$ cat config.mk
export PLATFORM = sky130hd
export DESIGN_NAME = rob_commit_flat
export DESIGN_NICKNAME = d
export VERILOG_FILES = /design/src/rtl/rob_commit_if.sv /design/src/rtl/rob_commit.sv /design/src/flat_wrapper.sv
export SDC_FILE = /design/constraint.sdc
export NUM_CORES = 2
export LEC_CHECK = 0
export CAP_MARGIN = 20
export CORE_UTILIZATION = 45
export DETAILED_ROUTE_END_ITERATION = 8
export GPL_TIMING_DRIVEN = 0
export SYNTH_ARGS = -nofsm -noshare
export SYNTH_HDL_FRONTEND = slang
export SYNTH_SLANG_ARGS = --single-unit
$ cat constraint.sdc
create_clock -name clk -period 4.2 [get_ports clk]
set_input_delay 0.63 -clock clk [delete_from_list [all_inputs] [get_ports clk]]
set_output_delay 0.63 -clock clk [all_outputs]
set_load 0.03 [all_outputs]
$ cat src/rtl/rob_commit_if.sv
`default_nettype none
// ============================================================================
//  Module      : rob_commit_if
//  Description : Bundle of allocate, CDB writeback, commit and flush signals
//                between the reorder buffer and the rest of the core.
//                The optional second writeback port appears only when
//                ROB_CDB2_EN is defined.
//  Revision    : 1.0  initial release
// ============================================================================
interface rob_commit_if #(
    parameter int TAG_W = 4
);
    // Allocation request from ID
    logic             ID_alloc_valid;
    logic [4:0]       ID_alloc_reg_dest;
    logic             ID_alloc_is_branch;
    logic             ID_alloc_pred_taken;
    logic [TAG_W-1:0] ROB_alloc_tag;
    logic             ROB_full;

    // Common data bus writeback
    logic             CDB_valid;
    logic [TAG_W-1:0] CDB_tag;
    logic [31:0]      CDB_data;
    logic             CDB_taken;
    logic [31:0]      CDB_pc;
`ifdef ROB_CDB2_EN
    logic             CDB2_valid;
    logic [TAG_W-1:0] CDB2_tag;
    logic [31:0]      CDB2_data;
`endif

    // Commit port towards the register file, plus flush
    logic             ROB_data_valid;
    logic [4:0]       ROB_reg_dest;
    logic [TAG_W-1:0] ROB_tag;
    logic [31:0]      ROB_data;
    logic             clear;
    logic [31:0]      clear_pc;

    // Core side: drives requests and results, observes the ROB
    modport master (
        output ID_alloc_valid, ID_alloc_reg_dest, ID_alloc_is_branch, ID_alloc_pred_taken,
        output CDB_valid, CDB_tag, CDB_data, CDB_taken, CDB_pc,
`ifdef ROB_CDB2_EN
        output CDB2_valid, CDB2_tag, CDB2_data,
`endif
        input  ROB_alloc_tag, ROB_full,
        input  ROB_data_valid, ROB_reg_dest, ROB_tag, ROB_data, clear, clear_pc
    );

    // ROB side
    modport slave (
        input  ID_alloc_valid, ID_alloc_reg_dest, ID_alloc_is_branch, ID_alloc_pred_taken,
        input  CDB_valid, CDB_tag, CDB_data, CDB_taken, CDB_pc,
`ifdef ROB_CDB2_EN
        input  CDB2_valid, CDB2_tag, CDB2_data,
`endif
        output ROB_alloc_tag, ROB_full,
        output ROB_data_valid, ROB_reg_dest, ROB_tag, ROB_data, clear, clear_pc
    );
endinterface
`default_nettype wire

$ cat src/rtl/rob_commit.sv
`default_nettype none
// ============================================================================
//  Module      : rob_commit
//  Description : Reorder buffer. Hands out in-order tags, captures CDB
//                results, retires one completed entry per cycle in program
//                order and raises a one-cycle clear on a mispredicted branch.
//                Define ROB_CDB2_EN to add a second (LSB) writeback port.
//  Revision    : 1.0  initial release
// ============================================================================
module rob_commit #(
    parameter int ROB_DEPTH = 16,
    parameter int TAG_W     = 4
) (
    input  wire logic   clk,
    input  wire logic   rst_n,
    input  wire logic   rdy,
    rob_commit_if.slave bus
);
    localparam logic [TAG_W:0] c_FULL = (TAG_W+1)'(ROB_DEPTH);

    // Per-entry state
    logic [ROB_DEPTH-1:0] r_busy;
    logic [ROB_DEPTH-1:0] r_ready;
    logic [ROB_DEPTH-1:0] r_is_branch;
    logic [ROB_DEPTH-1:0] r_pred_taken;
    logic [ROB_DEPTH-1:0] r_taken;
    logic [4:0]           r_reg_dest [ROB_DEPTH];
    logic [31:0]          r_data     [ROB_DEPTH];
    logic [31:0]          r_pc       [ROB_DEPTH];

    // Pointers and occupancy
    logic [TAG_W-1:0]     r_head;
    logic [TAG_W-1:0]     r_tail;
    logic [TAG_W:0]       r_count;

    // Registered commit / flush outputs
    logic                 r_data_valid;
    logic [4:0]           r_out_dest;
    logic [TAG_W-1:0]     r_out_tag;
    logic [31:0]          r_out_data;
    logic                 r_clear;
    logic [31:0]          r_clear_pc;

    logic                 w_full;
    logic                 w_empty;
    logic                 w_alloc;
    logic                 w_commit;
    logic                 w_mispredict;
    logic                 w_cdb_hit;
`ifdef ROB_CDB2_EN
    logic                 w_cdb2_hit;
`endif

    assign w_full  = (r_count == c_FULL);
    assign w_empty = (r_count == '0);

    // rdy gating lives in the sequential block, so these are per-edge intents.
    // While clear is high the whole buffer is being discarded: nothing else acts.
    assign w_alloc      = bus.ID_alloc_valid & ~w_full & ~r_clear;
    assign w_commit     = ~r_clear & ~w_empty & r_busy[r_head] & r_ready[r_head];
    assign w_mispredict = r_is_branch[r_head] & (r_taken[r_head] != r_pred_taken[r_head]);
    assign w_cdb_hit    = bus.CDB_valid & r_busy[bus.CDB_tag];
`ifdef ROB_CDB2_EN
    assign w_cdb2_hit   = bus.CDB2_valid & r_busy[bus.CDB2_tag];
`endif

    assign bus.ROB_alloc_tag  = r_tail;
    assign bus.ROB_full       = w_full;
    assign bus.ROB_data_valid = r_data_valid;
    assign bus.ROB_reg_dest   = r_out_dest;
    assign bus.ROB_tag        = r_out_tag;
    assign bus.ROB_data       = r_out_data;
    assign bus.clear          = r_clear;
    assign bus.clear_pc       = r_clear_pc;

    // Buffer state: writeback, in-order commit, allocation and flush
    always_ff @(posedge clk or negedge rst_n) begin
        if (!rst_n) begin
            r_busy       <= '0;
            r_ready      <= '0;
            r_is_branch  <= '0;
            r_pred_taken <= '0;
            r_taken      <= '0;
            for (int i = 0; i < ROB_DEPTH; i++) begin
                r_reg_dest[i] <= '0;
                r_data[i]     <= '0;
                r_pc[i]       <= '0;
            end
            r_head       <= '0;
            r_tail       <= '0;
            r_count      <= '0;
            r_data_valid <= 1'b0;
            r_out_dest   <= '0;
            r_out_tag    <= '0;
            r_out_data   <= '0;
            r_clear      <= 1'b0;
            r_clear_pc   <= '0;
        end else if (rdy) begin
            if (r_clear) begin
                // Flush edge: every in-flight entry is wrong-path or already retired
                r_busy       <= '0;
                r_ready      <= '0;
                r_head       <= '0;
                r_tail       <= '0;
                r_count      <= '0;
                r_data_valid <= 1'b0;
                r_clear      <= 1'b0;
            end else begin
                // Writeback. CDB is applied last so it wins a same-tag collision.
`ifdef ROB_CDB2_EN
                if (w_cdb2_hit) begin
                    r_ready[bus.CDB2_tag] <= 1'b1;
                    r_data[bus.CDB2_tag]  <= bus.CDB2_data;
                end
`endif
                if (w_cdb_hit) begin
                    r_ready[bus.CDB_tag] <= 1'b1;
                    r_data[bus.CDB_tag]  <= bus.CDB_data;
                    r_taken[bus.CDB_tag] <= bus.CDB_taken;
                    r_pc[bus.CDB_tag]    <= bus.CDB_pc;
                end

                // Commit uses the pre-edge ready bit, so a result never
                // retires on the same edge it is written.
                if (w_commit) begin
                    r_busy[r_head]  <= 1'b0;
                    r_ready[r_head] <= 1'b0;
                    r_head          <= r_head + 1'b1;
                    // A mispredicted branch reports via clear instead of a commit
                    // pulse so the two are never high together.
                    r_data_valid    <= ~w_mispredict;
                    r_out_dest      <= r_is_branch[r_head] ? 5'd0 : r_reg_dest[r_head];
                    r_out_tag       <= r_head;
                    r_out_data      <= r_data[r_head];
                    r_clear         <= w_mispredict;
                    if (w_mispredict) begin
                        r_clear_pc <= r_pc[r_head];
                    end
                end else begin
                    r_data_valid <= 1'b0;
                    r_clear      <= 1'b0;
                end

                // Allocation is written after commit so it owns the slot if
                // it ever coincides with the entry being freed.
                if (w_alloc) begin
                    r_busy[r_tail]       <= 1'b1;
                    r_ready[r_tail]      <= 1'b0;
                    r_reg_dest[r_tail]   <= bus.ID_alloc_reg_dest;
                    r_is_branch[r_tail]  <= bus.ID_alloc_is_branch;
                    r_pred_taken[r_tail] <= bus.ID_alloc_pred_taken;
                    r_tail               <= r_tail + 1'b1;
                end

                r_count <= r_count + (TAG_W+1)'(w_alloc) - (TAG_W+1)'(w_commit);
            end
        end
    end
endmodule
`default_nettype wire

$ cat src/flat_wrapper.sv
// flat-port wrapper written by rule: the top's interface ports become plain ports
module rob_commit_flat 
#(
    parameter int ROB_DEPTH = 16,
    parameter int TAG_W     = 4
)
  (clk, rst_n, rdy, bus_ID_alloc_valid, bus_ID_alloc_reg_dest, bus_ID_alloc_is_branch, bus_ID_alloc_pred_taken, bus_CDB_valid, bus_CDB_tag, bus_CDB_data, bus_CDB_taken, bus_CDB_pc, bus_ROB_alloc_tag, bus_ROB_full, bus_ROB_data_valid, bus_ROB_reg_dest, bus_ROB_tag, bus_ROB_data, bus_clear, bus_clear_pc);
  rob_commit_if #(.TAG_W(TAG_W)) bus_i ();
  input  wire logic clk;
  input  wire logic rst_n;
  input  wire logic rdy;
  input wire logic [$bits(bus_i.ID_alloc_valid)-1:0] bus_ID_alloc_valid;
  input wire logic [$bits(bus_i.ID_alloc_reg_dest)-1:0] bus_ID_alloc_reg_dest;
  input wire logic [$bits(bus_i.ID_alloc_is_branch)-1:0] bus_ID_alloc_is_branch;
  input wire logic [$bits(bus_i.ID_alloc_pred_taken)-1:0] bus_ID_alloc_pred_taken;
  input wire logic [$bits(bus_i.CDB_valid)-1:0] bus_CDB_valid;
  input wire logic [$bits(bus_i.CDB_tag)-1:0] bus_CDB_tag;
  input wire logic [$bits(bus_i.CDB_data)-1:0] bus_CDB_data;
  input wire logic [$bits(bus_i.CDB_taken)-1:0] bus_CDB_taken;
  input wire logic [$bits(bus_i.CDB_pc)-1:0] bus_CDB_pc;
  output wire logic [$bits(bus_i.ROB_alloc_tag)-1:0] bus_ROB_alloc_tag;
  output wire logic [$bits(bus_i.ROB_full)-1:0] bus_ROB_full;
  output wire logic [$bits(bus_i.ROB_data_valid)-1:0] bus_ROB_data_valid;
  output wire logic [$bits(bus_i.ROB_reg_dest)-1:0] bus_ROB_reg_dest;
  output wire logic [$bits(bus_i.ROB_tag)-1:0] bus_ROB_tag;
  output wire logic [$bits(bus_i.ROB_data)-1:0] bus_ROB_data;
  output wire logic [$bits(bus_i.clear)-1:0] bus_clear;
  output wire logic [$bits(bus_i.clear_pc)-1:0] bus_clear_pc;
  assign bus_i.ID_alloc_valid = bus_ID_alloc_valid;
  assign bus_i.ID_alloc_reg_dest = bus_ID_alloc_reg_dest;
  assign bus_i.ID_alloc_is_branch = bus_ID_alloc_is_branch;
  assign bus_i.ID_alloc_pred_taken = bus_ID_alloc_pred_taken;
  assign bus_i.CDB_valid = bus_CDB_valid;
  assign bus_i.CDB_tag = bus_CDB_tag;
  assign bus_i.CDB_data = bus_CDB_data;
  assign bus_i.CDB_taken = bus_CDB_taken;
  assign bus_i.CDB_pc = bus_CDB_pc;
  assign bus_ROB_alloc_tag = bus_i.ROB_alloc_tag;
  assign bus_ROB_full = bus_i.ROB_full;
  assign bus_ROB_data_valid = bus_i.ROB_data_valid;
  assign bus_ROB_reg_dest = bus_i.ROB_reg_dest;
  assign bus_ROB_tag = bus_i.ROB_tag;
  assign bus_ROB_data = bus_i.ROB_data;
  assign bus_clear = bus_i.clear;
  assign bus_clear_pc = bus_i.clear_pc;
  rob_commit #(.ROB_DEPTH(ROB_DEPTH), .TAG_W(TAG_W)) u_core (.clk(clk), .rst_n(rst_n), .rdy(rdy), .bus(bus_i));
endmodule
==> Implementation_results.wiki <==
{| class="wikitable"
! Metric !! Value
|-
| Placed instance area || 61,200 um2
|-
| First-pass DRT Iterations || 5
|-
| Synth top area share || 56.0%
|-
| Starting density of the core || 45.3%
|-
| Kind of end point of the critical path || flop
|-
| Share of synthesized flip-flops with an asynchronous set or reset || 100%
|-
| Worst slew pin tran || 1.27 ns
|-
| Die Span X || 358 um
|-
| Worst endpoint required time || 4.85 ns
|-
| Via count || 32,100
|-
| Worst supply voltage drop on vdd || 437 uV
|-
| WL/cell || 26.8 um
|-
| Clock tree root buffer cell || clkbuf_16
|-
| Fin crit period || 4.12 ns
|-
| Summed instance area of the synthesized netlist || 56,900 um2
|-
| Count of antenna-violating nets left after detailed routing || 0
|-
| # H-tree levels || 4
|-
| Maximum clock skew at final layout || 0.0245 ns
|-
| Grt met2 use || 38.2%
|-
| Buffers from clock root to sink, at most || 3
|-
| Wirelength, routed || 150 mm
|-
| WS Path Type || flop to flop
|-
| Mean Syn Cell Area || 16.5 um2
|-
| Logic gate share of total power || 28.1%
|-
| Met1 usage || 34.3%
|-
| Wire length of the first global-routing pass || 226 mm
|-
| Layer with the highest usage after global routing || met2
|-
| Number of register bits inferred by synthesis || 1,272
|-
| Power per Cell Area || 619 nW/um2
|-
| Number of top-level pins || 161
|-
| Startpoint kind of the worst setup timing path || flop
|-
| Synth top area cells || dfrtp_1 (56%), mux2_2 (24%), mux4_2 (15%)
|-
| Grt ovf || 0
|-
| Synth-to-layout area growth || 16.8%
|-
| Total number of nets in the final design || 3,902
|-
| I/O Buffers || 157
|-
| Number of maximum-capacitance violations || 0
|-
| Max FO, Critical Path || 10
|-
| Hpwl dp || 98.4 mm
|-
| Number of hold-slack violations in the final timing report || 0
|-
| Setup repair after global routing missed its margin || no
|-
| Clock power share || 31.4%
|-
| Number of warnings printed during yosys synthesis || 0
|-
| Share of the cycle needed by the critical path after routing || 98.0%
|-
| Placer congestion estimate || 0.836
|-
| Area leader, netlist || dfrtp_1
|-
| Count of standard-cell rows || 130
|-
| Maximum clock rate || 243 MHz
|-
| Post-Syn Instances || 3,451
|-
| Final setup violation count || 0
|-
| DRT iter0 DRCs || 2,367
|-
| Filler cell count || 10,400
|-
| Area of combinational cells with multiple inputs || 23,800 um2
|-
| Pint || 0.0292 W
|-
| TritonCTS clock tree || yes
|-
| Sequential-to-total area share from yosys stat || 56.0%
|-
| Power spent charging and discharging nets || 0.0120 W
|-
| Switching part of the total power || 29.1%
|-
| Share of layout cells above drive strength 1 || 48.4%
|-
| Part of the total power dissipated in sequential elements || 40.5%
|-
| Met3 global-route usage || 3.94%
|-
| Storage element area || 31,800 um2
|-
| Height of the die || 358 um
|-
| Arrival @ worst endpoint || 4.77 ns
|-
| Leading cell types by count after synthesis || dfrtp_1 (1,272), mux2_2 (1,196), mux4_2 (368), clkbuf_1 (249), nand2_1 (51)
|-
| Relative max-transition margin || 15.6%
|-
| Count leader, synth || dfrtp_1
|-
| Pin count of the biggest net entering global routing || 174
|-
| Clock slew seen by the registers of the worst setup and hold paths || 0.06 ns
|-
| GRT Resource Usage Total || 24.1%
|-
| Vias in the first global route || 33,500
|-
| Worst hold path class || input port to asynchronous set/reset pin
|-
| Synth Flop Type || dfrtp_1
|-
| Outcome || finished, final reports clean
|-
| Post-route core utilization || 52.9%
|-
| Number of vias per cell after detailed routing || 5.76
|-
| Number of remaining DRC errors || 0
|-
| Area of the placeable core || 126,000 um2
|-
| Clock latency at the later pin of the worst-skew pair || 0.78 ns
|-
| Design area || 66,400 um2
|-
| Count of flip-flops with a built-in enable after synthesis || 0
|-
| LEAKAGE || 30.6 nW
|-
| Total number of clock tree sinks || 1,272
|-
| Number of distinct standard cells referenced by the synthesized netlist || 52
|-
| Total negative slack || 0 ns
|-
| Number of antenna violations at the first check in global routing || 11
|-
| Total CTS buffers || 144
|-
| Synthesized net count || 3,547
|-
| Max-slew violation total from the final report || 0
|-
| Die Outline Area || 128,000 um2
|}
==> flip-flops by register name (all words and copies together), names as in the netlist <==
signal / flops
u_core.r_taken: 16
u_core.r_head: 4
u_core.r_busy: 16
u_core.bus.ROB_alloc_tag: 4
u_core.r_reg_dest: 80
u_core.bus.clear_pc: 32
u_core.r_data: 512
u_core.bus.ROB_data_valid: 1
u_core.r_pc: 512
u_core.r_ready: 16
u_core.bus.clear: 1
u_core.r_is_branch: 16
u_core.r_count: 5
u_core.bus.ROB_data: 32
u_core.bus.ROB_reg_dest: 5
u_core.r_pred_taken: 16
u_core.bus.ROB_tag: 4
==> per-stage QoR <==
stage / power [W] / instances / hold WS, ns / setup slack (ns)
after floorplan: 0.0244 / 3451 / 0.334 / 0.622
after global placement: 0.0281 / 5258 / 0.468 / -57.67
after detailed placement: 0.0284 / 5297 / 0.473 / -0.981
after CTS: 0.0415 / 5560 / 0.350 / 0.00700
after global routing: 0.0431 / 5572 / 0.412 / 0.0283
final: 0.0411 / 5576 / 0.410 / 0.0832
==> cells in the final DEF, fill, tap and decap left out, types with 4 or more instances in the layout <==
cell / instances
dfrtp_1: 1272
mux2_2: 1196
mux4_2: 368
clkbuf_1: 267
clkdlybuf4s50_1: 156
clkbuf_16: 148
nand2_1: 51
clkbuf_8: 44
buf_8: 30
o21ai_0: 28
a21o_1: 23
inv_1: 21
mux2_1: 21
nor2_1: 20
a21oi_1: 20
buf_1: 18
clkinv_2: 17
buf_2: 16
ha_1: 14
clkbuf_2: 13
buf_6: 12
a221oi_1: 12
buf_16: 12
and2_1: 11
mux2i_1: 10
o22ai_1: 7
nand3_1: 7
bufinv_16: 7
inv_6: 7
a2bb2oi_1: 6
and3_1: 5
nor2b_1: 5
clkdlybuf4s15_2: 5
a222oi_1: 5
diode_2: 4
a31oi_1: 4
o2bb2ai_1: 4
clkinv_8: 4
==> routing by layer <==
layer  up-vias  share of wire, %  wire (um)
met2       694                48      71700
met1     17500                45      67500
met5         -             0.047         71
met4        10               2.5       3780
li1      13700                 -          -
met3       231               4.4       6560
==> critical path: stages (launching register included) <==
cell and delay (ns):
dfrtp_1 0.36, buf_2 0.32, clkbuf_4 0.33, clkbuf_2 0.40, buf_8 0.21, clkbuf_2 0.45
clkdlybuf4s15_2 0.63, mux4_2 0.40, mux4_2 0.56, mux2_1 0.32
==> path summary, 6_finish.rpt <==
| path | depth (start not counted) | to | slack, ns | from |
|---|---|---|---|---|
| setup / recovery | 9 | u_core.bus.clear_pc[4] | 0.08 | u_core.r_head[1] |
| hold / removal | 2 | u_core.r_reg_dest[39] | 0.41 | rst_n |
| setup reg to reg | 9 | u_core.bus.clear_pc[4] | 0.08 | u_core.r_head[1] |
| hold reg to reg | 2 | u_core.bus.ROB_reg_dest[0] | 0.48 | u_core.bus.ROB_reg_dest[0] |
| max in group asynchronous | 6 | u_core.r_pc[424] | 0.65 | rst_n |
| min in group clk | 3 | u_core.r_busy[11] | 0.41 | rdy |
==> cell type report <==
| class | count | area share [%] |
|---|---|---|
| multi-input cells | 1859 | 35.8 |
| diodes | 4 | 0.0151 |
| repair buffers | 209 | 3.69 |
| flip-flops and latches | 1272 | 47.9 |
| plain buffers | 297 | 1.87 |
| inverters | 23 | 0.136 |
| clock inverters | 41 | 0.759 |
| well taps | 1650 | 3.11 |
| clock buffers | 221 | 6.65 |
==> power groups by stage <==
stage	logic, W	clock network [W]	registers, W
final	0.0115	0.0129	0.0167
after floorplan	0.00777	0	0.0166
after CTS	0.0116	0.0132	0.0166
after global routing	0.0123	0.0137	0.0170
after global placement	0.0111	0	0.0170
after detailed placement	0.0116	0	0.0168
==> logic make-up after synthesis <==
logic type / Yosys count / synth area share [%]
AO/OA/AOI/OAI: 119 / 1.41
adder cells (fa/ha/maj): 15 / 0.343
AND/OR/NAND/NOR: 126 / 1.15
multiplexers: 1596 / 38.9
flip-flops: 1272 / 56.0
XOR/XNOR: 3 / 0.0462
buffers and inverters: 320 / 2.22
==> timing repair <==
item | CTS | global route
hold endpoints to repair | 82 | 0
gates resized for setup | 19 | 15
hold buffers | 1 | 0
pin swaps | 0 | 0
setup endpoints to repair | 69 | 17
buffers inserted | 0 | 3
(Power assumes the default switching activity.)
